--- src/rtl/mult_pkg.sv ---
// Shared types and constants for the iterative radix-4 Booth multiplier.
package mult_pkg;

    localparam int MULT_WIDTH = 32;
    localparam int MULT_ITERS = 16;
    localparam int MULT_CNT_W = 4;
    localparam int MULT_HI_W  = MULT_WIDTH + 2;

    typedef enum logic [1:0] {
        IDLE,
        RUN,
        DONE
    } mult_state_t;

    typedef enum logic [2:0] {
        B_ZERO,
        B_PM,
        B_P2M,
        B_NM,
        B_N2M
    } booth_op_t;

    // Radix-4 Booth digit for the window {q[i+1], q[i], q[i-1]}.
    function automatic booth_op_t booth_decode(input logic [2:0] bits);
        booth_op_t op;
        case (bits)
            3'b001, 3'b010: op = B_PM;
            3'b011:         op = B_P2M;
            3'b100:         op = B_N2M;
            3'b101, 3'b110: op = B_NM;
            default:        op = B_ZERO;
        endcase
        return op;
    endfunction

endpackage

--- src/rtl/booth_recode4.sv ---
// Combinational radix-4 Booth recoder: selects 0, +-Mx or +-2Mx as the addend.
module booth_recode4
    import mult_pkg::*;
(
    input  logic [2:0]           bits,
    input  logic [MULT_HI_W-1:0] mx,
    output logic [MULT_HI_W-1:0] addend
);

    booth_op_t             op;
    logic [MULT_HI_W-1:0]  mx2;

    assign op  = booth_decode(bits);
    assign mx2 = {mx[MULT_HI_W-2:0], 1'b0};

    // NOTE: every case arm assigns addend and a default covers the rest, so no latch is inferred.
    always_comb begin
        addend = '0;
        case (op)
            B_PM:    addend = mx;
            B_P2M:   addend = mx2;
            B_NM:    addend = -mx;
            B_N2M:   addend = -mx2;
            default: addend = '0;
        endcase
    end

endmodule

--- src/rtl/booth_mult_iter.sv ---
// Sequential signed 32x32 radix-4 Booth multiplier, 16 iterations per product.
// Optional overflow flag enabled by defining MULT_OVF_EN.
module booth_mult_iter
    import mult_pkg::*;
#(
    parameter int WIDTH = MULT_WIDTH,
    parameter int ITERS = MULT_ITERS
) (
    input  logic             clock,
    input  logic             reset,
    input  logic             ctrl_MULT,
    input  logic [WIDTH-1:0] data_operandA,
    input  logic [WIDTH-1:0] data_operandB,
    output logic [WIDTH-1:0] data_result,
    output logic             data_exception,
    output logic             data_resultRDY,
    output logic             busy
);

    mult_state_t           state, state_next;
    logic [MULT_CNT_W-1:0] cnt;
    logic [WIDTH+1:0]      hi, mx;
    logic [WIDTH-1:0]      lo;
    logic                  qm1;

    logic [WIDTH+1:0]      addend, sum, hi_step;
    logic [WIDTH-1:0]      lo_step;
    logic                  qm1_step;
    logic                  start, last_step;

    assign start     = ctrl_MULT && (state == IDLE || state == DONE);
    assign last_step = (state == RUN) && (cnt == MULT_CNT_W'(ITERS - 1));

    booth_recode4 u_recode (
        .bits   ({lo[1:0], qm1}),
        .mx     (mx),
        .addend (addend)
    );

    // One step: add to hi modulo 2^34, then arithmetic-shift {hi, lo, qm1} right by two.
    assign sum      = hi + addend;
    assign hi_step  = {{2{sum[WIDTH+1]}}, sum[WIDTH+1:2]};
    assign lo_step  = {sum[1:0], lo[WIDTH-1:2]};
    assign qm1_step = lo[1];

    // NOTE: sequential state uses non-blocking assignments so all flops update from pre-edge values.
    always_ff @(posedge clock or posedge reset) begin
        if (reset) state <= IDLE;
        else       state <= state_next;
    end

    always_comb begin
        state_next = state;
        case (state)
            IDLE:    if (start) state_next = RUN;
            RUN:     if (last_step) state_next = DONE;
            DONE:    state_next = start ? RUN : IDLE;
            default: state_next = IDLE;
        endcase
    end

    always_comb begin
        busy           = (state == RUN);
        data_resultRDY = (state == DONE);
    end

    always_ff @(posedge clock or posedge reset) begin
        if (reset) begin
            hi          <= '0;
            lo          <= '0;
            qm1         <= 1'b0;
            mx          <= '0;
            cnt         <= '0;
            data_result <= '0;
        end else if (start) begin
            hi  <= '0;
            lo  <= data_operandB;
            qm1 <= 1'b0;
            mx  <= {{2{data_operandA[WIDTH-1]}}, data_operandA};
            cnt <= '0;
        end else if (state == RUN) begin
            hi  <= hi_step;
            lo  <= lo_step;
            qm1 <= qm1_step;
            cnt <= cnt + 1'b1;
            if (last_step) data_result <= lo_step;
        end
    end

`ifdef MULT_OVF_EN
    // Product bits [63:31] must all match the sign for the low word to be exact.
    logic [WIDTH:0] prod_top;
    logic           ovf_next;
    logic           exc_q;

    assign prod_top = {hi_step[WIDTH-1:0], lo_step[WIDTH-1]};
    assign ovf_next = !((&prod_top) || !(|prod_top));

    always_ff @(posedge clock or posedge reset) begin
        if (reset)          exc_q <= 1'b0;
        else if (last_step) exc_q <= ovf_next;
    end

    assign data_exception = exc_q;
`else
    assign data_exception = 1'b0;
`endif

endmodule

--- config.mk ---
export PLATFORM = sky130hd
export DESIGN_NAME = booth_mult_iter
export DESIGN_NICKNAME = d
export VERILOG_FILES = /design/src/rtl/mult_pkg.sv /design/src/rtl/booth_recode4.sv /design/src/rtl/booth_mult_iter.sv
export SDC_FILE = /design/constraint.sdc
export NUM_CORES = 1
export LEC_CHECK = 0
export ABC_AREA = 1
export BUFFER_PORTS_ARGS = -buffer_cell sky130_fd_sc_hd__buf_4
export CORE_MARGIN = 5
export CORE_UTILIZATION = 30
export DETAILED_ROUTE_END_ITERATION = 8
export GPL_TIMING_DRIVEN = 0
export PLACE_DENSITY_LB_ADDON = 0.15
export SLEW_MARGIN = 20
export SYNTH_ARGS = -nofsm -noshare
export SYNTH_HDL_FRONTEND = slang
export SYNTH_SLANG_ARGS = --single-unit
--- constraint.sdc ---
create_clock -name clock -period 4.5 [get_ports clock]
set_input_delay 0.9 -clock clock [delete_from_list [all_inputs] [get_ports clock]]
set_output_delay 0.9 -clock clock [all_outputs]
set_load 0.02 [all_outputs]
==> summary.txt <==
Global routing
  – Global route overflow: 0
  – Initial antenna violation count: 0
  – First-pass GRT wire length: 48.76 mm
  – Largest net degree at the start of global routing: 30
  – Gr usage total: 18.22%
  – Vias in the first global route: 8871

Finish
  – Total Nets Final: 1507
  – Multi-input logic area: 4873 µm²
  – FF+latch area: 3378 µm²
  – Most common cell after layout, fill and taps aside: nand2_1
  – Area Overhead vs Synth: 21.50%
  – Antenna diode instance count: 0
  – Layout fillers: 3253
  – Share of cells above drive strength 1: 13.56%
  – Most frequent cells in the layout: nand2_1, inv_1, nor2_1, dfrtp_1, buf_4

Timing
  – TNS Setup: 0 ps
  – Worst Tran Pin Value: 754.8 ps
  – Unrepaired setup endpoints after global routing: false
  – Achievable Freq: 259.0 MHz
  – Max-slew violation count: 0
  – Clock period minus final worst setup slack: 3861 ps
  – Hold Vio Cnt, Final: 0
  – Worst clock skew: 19.10 ps
  – Fin crit share: 85.79%
  – Final setup vio count: 0
  – Slew HR: 49.68%

Clock tree
  – Num CTS Buffers: 17
  – CTS Hold Bufs: 0
  – CTS tree: yes
  – Post-CTS Setup Bufs: 0
  – PostCTS Resize Cnt: 0
  – Clock sink count: 135
  – Clk slew on worst S/H paths: 70 ps
  – Worst skew pair latency: 430 ps
  – CTS Root Cell: clkbuf_16
  – Max clock buf depth: 2
  – H-tree Lvls: 4

Routing
  – Iteration-0 DRC Markers: 574
  – DRC violations left: 0
  – DR vias: 8960
  – Via/cell ratio: 4.961
  – Wire per inst: 17.02 µm
  – DR pass1 iterations: 6
  – Antenna viol nets, final: 0
  – Routed WL: 30.74 mm

Setup path
  – Worst-path cell chain: inv_1 -> ha_1 -> nand2_2 -> nor2_4 -> nand2_1 -> nor2_2 -> nand2_1 -> nand2_1 -> inv_1 -> a221oi_2 -> o21ai_0 -> ha_1 -> nand2_1 -> nor2_1 -> inv_1 -> o21ai_0 -> nand2_1 -> nand3_1 -> nand2_1 -> nand2_1 -> o21ai_1
  – Most used cell, CP: nand2_1
  – CP endpoint kind: flop
  – CP max stage cell: ha_1
  – Critical Path Fanout Max: 7
  – Arrival @ worst endpoint: 4170 ps
  – Top delay family on crit path: simple AND/OR/NAND/NOR gates
  – Critical path class: flop to flop
  – Crit start category: flop
  – WP buf/inv: 3
  – Register-to-Register Setup Slack: 640 ps
  – Max incr delay on CP: 410 ps
  – WP data required: 4810 ps

Hold path
  – Hold Path Class: primary input to async pin

Placement
  – Detailed Place HPWL: 24.09 mm
  – Number of port buffers: 100
  – Routability cong.: 0.9125

Floorplanning
  – Die area: 33640 µm²
  – Initial Utilization: 30.44%
  – Row cnt: 63
  – Core region area: 29640 µm²
  – I/O Pins: 102
  – Die width: 183.4 µm
  – Die height: 183.4 µm

Synthesis
  – Post-synthesis sequential area ratio: 37.45%
  – FFs w/ async S/R, synth: 100.0%
  – Synth cell types: 52
  – Syn Std Cell Area: 9021 µm²
  – EDFF count, synth: 0
  – Seq cells post-synth: 135
  – Post-Syn Area per Cell: 7.048 µm²
  – Ys flop type: dfrtp_1
  – Syn Nets: 1383
  – Mapped Cells: 1280
  – Ys Warns: 0

Outcome
  – Outcome: finished, final reports clean

Flow run
  – Max-Cap Viols: 0
routing by layer:
metal	GRT usage, %	up-vias	wire, µm
met3	3.759	36	1925
li1	-	4463	-
met4	5.870	0	723
met5	0	-	0
met1	25.12	4202	14460
met2	28.70	259	13620
registers in the layout, indices dropped and copies added, names as in the netlist:
signal       count
data_result     32
hi              32
lo              32
mx              32
cnt              4
state            2
qm1              1
Yosys cell counts, types with 4 or more instances:
master | number | area share, %
a21oi_1 | 81 | 4.5
ha_1 | 35 | 4.9
o221ai_1 | 32 | 3.1
nand2_1 | 371 | 15
o21a_1 | 4 | 0.33
inv_2 | 5 | 0.21
nor3_1 | 9 | 0.50
nor2_1 | 139 | 5.8
o21ai_1 | 5 | 0.28
nand3_1 | 64 | 3.6
buf_2 | 12 | 0.67
o2111ai_1 | 13 | 1.3
nand2_2 | 5 | 0.35
o22ai_1 | 8 | 0.55
clkbuf_1 | 25 | 1.0
inv_1 | 151 | 6.3
xor2_1 | 17 | 1.7
dfrtp_1 | 135 | 37
nor2_4 | 7 | 0.87
nand4_1 | 13 | 0.90
nor2_2 | 10 | 0.69
o21ai_0 | 81 | 4.5
nand3b_1 | 9 | 0.75
stage by stage:
stage	cells	hold WS [ps]	setup WS [ps]	cell area, µm²	utilization (%)
detailed placement	1775	469.4	645.3	10370	34.99
global placement	1770	462.4	679.6	10260	34.63
floorplan	1280	433.6	1527	9025	-
CTS	1806	475.3	631.8	10960	36.98
finish	1806	473.8	639.4	10960	36.98
global route	1806	500.7	231.7	10960	36.98
kinds of logic (layout without fill, tap and decap cells):
| kind of cell | after synthesis | in the layout | synth area share, % |
|---|---|---|---|
| AOI/OAI and AO/OA | 248 | 248 | 16.82 |
| DFF | 135 | 135 | 37.45 |
| other | 1 | 1 | 0.04157 |
| buffers and inverters | 199 | 335 | 8.530 |
| adders and majority gates | 36 | 36 | 5.076 |
| and+or+nand+nor | 640 | 640 | 30.01 |
| xor gates and xnor gates | 20 | 20 | 1.942 |
| muxes | 1 | 1 | 0.1248 |
worst paths after layout:
check | startpoint | end | cells past startpoint
setup / recovery | mx[0] | hi[23] | 21
hold / removal | reset | lo[24] | 2
setup reg to reg | mx[0] | hi[23] | 21
hold reg to reg | cnt[3] | cnt[3] | 1
max in group asynchronous | reset | data_result[8] | 5
min in group clock | cnt[3] | cnt[3] | 1
area by class of cell:
type | instances | share of cell area [%]
Multi-Input combinational cell | 946 | 44.46
Clock buffer | 17 | 3.881
Clock inverter | 14 | 1.495
Buffer | 41 | 1.610
Timing Repair Buffer | 105 | 7.831
Sequential cell | 135 | 30.82
Inverter | 158 | 5.445
Tap cell | 390 | 4.452
Power is left out: the tool's default activity adds up to more than one toggle a clock period on the data nets, which glitch-free logic cannot reach.
